==> src/rtl/instr_encoder.sv <==
// instr_encoder: packs RV32I fields into an instruction word through a 2-stage valid/ready pipe; define IMM_RANGE_CHK_EN to flag unencodable immediates on err_imm
module instr_encoder #(
  parameter int CNT_W = 16
) (
  input  logic             CLK,
  input  logic             RST,
  input  logic             in_valid,
  output logic             in_ready,
  input  logic [2:0]       fmt,
  input  logic [6:0]       opcode,
  input  logic [4:0]       rd,
  input  logic [4:0]       rs1,
  input  logic [4:0]       rs2,
  input  logic [2:0]       funct3,
  input  logic [6:0]       funct7,
  input  logic [31:0]      imm,
  output logic             out_valid,
  input  logic             out_ready,
  output logic [31:0]      instr,
  output logic             err_fmt,
  output logic             err_imm,
  output logic [CNT_W-1:0] enc_count
);
  logic        s1_v;
  logic [2:0]  s1_fmt;
  logic [6:0]  s1_op;
  logic [6:0]  s1_f7;
  logic [4:0]  s1_rd;
  logic [4:0]  s1_rs1;
  logic [4:0]  s1_rs2;
  logic [2:0]  s1_f3;
  logic [31:0] s1_imm;
  logic        in_acc;
  logic        s2_ld;
  logic [31:0] enc;
  logic        bad_fmt;
  logic        bad_imm;
  assign in_ready = !s1_v || !out_valid || out_ready;
  assign in_acc   = in_valid && in_ready;
  assign s2_ld    = s1_v && (!out_valid || out_ready);
  assign bad_fmt  = s1_fmt > 3'd5;
  assign enc =
    s1_fmt == 3'd0 ? {s1_f7, s1_rs2, s1_rs1, s1_f3, s1_rd, s1_op} :
    s1_fmt == 3'd1 ? {s1_imm[11:0], s1_rs1, s1_f3, s1_rd, s1_op} :
    s1_fmt == 3'd2 ? {s1_imm[11:5], s1_rs2, s1_rs1, s1_f3, s1_imm[4:0], s1_op} :
    s1_fmt == 3'd3 ? {s1_imm[12], s1_imm[10:5], s1_rs2, s1_rs1, s1_f3, s1_imm[4:1], s1_imm[11], s1_op} :
    s1_fmt == 3'd4 ? {s1_imm[31:12], s1_rd, s1_op} :
    s1_fmt == 3'd5 ? {s1_imm[20], s1_imm[10:1], s1_imm[11], s1_imm[19:12], s1_rd, s1_op} :
                     32'h0000_0013;
`ifdef IMM_RANGE_CHK_EN
  assign bad_imm =
    (s1_fmt == 3'd1 || s1_fmt == 3'd2) ? !(&s1_imm[31:11] || !(|s1_imm[31:11])) :
    s1_fmt == 3'd3 ? !(&s1_imm[31:12] || !(|s1_imm[31:12])) || s1_imm[0] :
    s1_fmt == 3'd4 ? |s1_imm[11:0] :
    s1_fmt == 3'd5 ? !(&s1_imm[31:20] || !(|s1_imm[31:20])) || s1_imm[0] :
                     1'b0;
`else
  assign bad_imm = 1'b0;
`endif
  always_ff @(posedge CLK) begin
    if (RST) begin
      s1_v      <= 1'b0;
      out_valid <= 1'b0;
      instr     <= '0;
      err_fmt   <= 1'b0;
      err_imm   <= 1'b0;
      enc_count <= '0;
    end else begin
      s1_v      <= in_acc || (s1_v && !s2_ld);
      out_valid <= s2_ld || (out_valid && !out_ready);
      if (s2_ld) begin
        instr   <= enc;
        err_fmt <= bad_fmt;
        err_imm <= bad_imm;
      end
      if (out_valid && out_ready) enc_count <= enc_count + 1'b1;
    end
  end
  always_ff @(posedge CLK) begin
    if (in_acc) begin
      s1_fmt <= fmt;
      s1_op  <= opcode;
      s1_f7  <= funct7;
      s1_rd  <= rd;
      s1_rs1 <= rs1;
      s1_rs2 <= rs2;
      s1_f3  <= funct3;
      s1_imm <= imm;
    end
  end
endmodule

==> config.mk <==
export PLATFORM = sky130hd
export DESIGN_NAME = instr_encoder
export DESIGN_NICKNAME = d
export VERILOG_FILES = /design/src/rtl/instr_encoder.sv
export SDC_FILE = /design/constraint.sdc
export NUM_CORES = 1
export LEC_CHECK = 0
export CORE_MARGIN = 2
export CORE_UTILIZATION = 44
export DETAILED_ROUTE_END_ITERATION = 7
export HOLD_SLACK_MARGIN = 0.05
export PLACE_DENSITY = 0.72
export SYNTH_ARGS = -nofsm -noshare
export SYNTH_HDL_FRONTEND = slang
export SYNTH_SLANG_ARGS = --single-unit
==> constraint.sdc <==
create_clock -name CLK -period 3.49 [get_ports CLK]
set_input_delay 0.349 -clock CLK [delete_from_list [all_inputs] [get_ports CLK]]
set_output_delay 0.349 -clock CLK [all_outputs]
set_load 0.05 [all_outputs]
==> metrics.txt <==
Post-Syn Instances 349; WP data required 3.14 ns; Hold-fix buffers, CTS 0; Worst-Margin Slew 0.9896 ns; clk_lat worst skew 0.50 ns; Clock Path Buffers 2; post-route ant nets 0; critical path arrival 2.10 ns; Setup Fix Bufs, Post-CTS 0; sequential fraction of the synthesis area 0.6908; WL final 9930 um; Post-Syn Area per Cell 12.58 um^2; CP startpoint out_valid; clock-pin slew on the worst setup and hold paths 0.06 ns; final setup vio count 0; Die Height 103.9 um; routability cong. 0.7924; Power, Total 3670 uW; Non-Filler Cell Area, Final 6296 um^2; Netlist cell types 40; Slew Limit Fails 0; Port Buf Inserts 121; max incr delay on CP 0.71 ns; Yosys top cell area share 0.4583; Synth area leader edfxtp_1; die extent in x 103.9 um; Root Driver clkbuf_8; largest net degree at the start of global routing 52; period utilisation layout 0.7017; cell area after synthesis 4390 um^2; peak supply drop 0.2704 mV; first-pass GRT wire length 16160 um; fin crit period 2.449 ns; share of cells above drive strength 1 0.08714; Area after DPL 5704 um^2; worst r2r src s1_fmt[2]; Vias/cell 5.192; Resize count post-CTS 0; Static Leak 0.002172 uW; CP endpoint kind primary output; crit path kind reg2out; Cell Rows 36; filler cell count 760; RSZ-0062 raised after global routing false; grt total ovfl 0; Tot GR Track Use 0.1925; CP max stage cell clkdlybuf4s50_1; power per standard cell area 582.9 nW/um^2; Routed WL per cell 16.15 um; # IOs 123; CP startpoint kind flop; Hold Crit Start rd[1]; fin util 0.6471; synth top area cells edfxtp_1 46%, dfxtp_1 23%, nor2_1 4.1%; warnings from Yosys 0; clock skew 0.006494 ns; Core ar. 9729 um^2; DP HPWL 6629 um; Antenna diodes 0; # clock sinks 118; Initial DRC Count 155; P&R area growth vs syn 43.40%; Hold Fails Final Rpt 0; slack of the worst reg-to-reg path 1.16 ns; Yosys reg bits 118; # nets final 541; Initial Util 0.4513; Setup TNS 0 ns; Min-Delay Path Class in2reg; CTS tree done; initial antenna violation count 0; CP cell instances nor2b_1 > nand2_1 > clkdlybuf4s50_1; CTS Buf Count 17; Post-synth ARST share 0; CP max FO 6; Via Count 3193; EDFF count, synth 67; DRC 0; Net Count, Synth 421; status finished clean; top_reg_cell synth edfxtp_1; Slew HR 0.3389; vias in the first global route 3178; Fmax achieved 408.4 MHz; die area 10790 um^2; H-tree Lvls 4; first drt pass iteration count 4; max-cap viol count 0
[metrics by stage]
stage	hold slack [ns]	cells	worst slack, ns
finish	0.3962	615	1.041
global route	0.3582	615	0.8991
CTS	0.3773	615	1.015
detailed placement	0.4462	583	1.061
global placement	0.4416	583	1.117
floorplan	0.4479	349	0.2857
[state kept, by name (all words and copies together) (netlist names)]
register and count:
s1_fmt 3, s1_rs1 5, s1_v 1, s1_f7 7, s1_op 7, err_fmt 1, enc_count 16, s1_imm 32
instr 32, out_valid 1, s1_rs2 5, s1_rd 5, s1_f3 3
[cells by family (layout without fill, tap and decap cells)]
| kind of cell | Yosys count | after routing | synth area share |
|---|---|---|---|
| compound gates | 73 | 73 | 0.1223 |
| mux | 6 | 6 | 0.01396 |
| fa+ha+maj | 1 | 1 | 0.002849 |
| xor+xnor | 12 | 12 | 0.02394 |
| flops | 118 | 118 | 0.6908 |
| other cells | 1 | 1 | 0.0008541 |
| buf+inv | 29 | 162 | 0.02650 |
| simple gates | 109 | 109 | 0.1188 |
[power breakdown]
| part | total, uW | internal (uW) | leakage [uW] | switching [uW] |
|---|---|---|---|---|
| Combinational | 368 | 159 | 0.000822 | 209 |
| Sequential | 1590 | 1550 | 0.00107 | 35.3 |
| Clock | 1720 | 1090 | 0.000279 | 628 |
| Total | 3670 | 2800 | 0.00217 | 873 |
[synthesized netlist by cell type (5+ instances only)]
cell type,n
a211oi_1,13
a21oi_1,14
a221oi_1,14
a22oi_1,17
clkbuf_1,20
dfxtp_1,51
edfxtp_1,67
mux2i_1,5
nand2_1,12
nand3_1,9
nand4_1,7
nor2_1,48
nor3_1,16
o22a_1,6
xnor2_1,6
xor2_1,6
[metal layers]
layer | GRT usage | wire (um) | vias to the layer above
met5 | 0 | 0 | -
met4 | 0.06178 | 119 | 0
met3 | 0.07080 | 721 | 11
met2 | 0.3120 | 4886 | 113
met1 | 0.2404 | 4202 | 1510
li1 | - | - | 1559
[final timing paths]
path	end	cells past startpoint
worst max register to register	instr[28]	4
worst min register to register	instr[2]	2
worst min-delay path	s1_rd[1]	1
worst max-delay path	in_ready	3
[final cells by class]
class	instances	area (um^2)	share of cell area
Multi-Input combinational cell	202	1250	0.1985
Tap cell	133	166.4	0.02643
Inverter	5	18.77	0.002981
Clock inverter	15	177.7	0.02822
Sequential cell	118	3033	0.4817
Timing Repair Buffer	125	1236	0.1963
Clock buffer	17	414.1	0.06578
[cell usage in the layout (no fill, tap or decap), drive strengths merged, types with 7 or more instances in the layout]
cell type,count
dfxtp,51
nor3,16
edfxtp,67
a22oi,17
nand2,12
nand4,8
a211oi,13
clkdlybuf4s50,120
nor2,48
a21oi,14
nand3,9
a221oi,14
inv,7
clkbuf,17
[critical path, delay by kind of cell (launching register included)]
family | cells | cell delay, ns
and+or+nand+nor | 2 | 0.50
DFF | 1 | 0.39
buffers and inverters | 1 | 0.71
(Power assumes the default switching activity.)
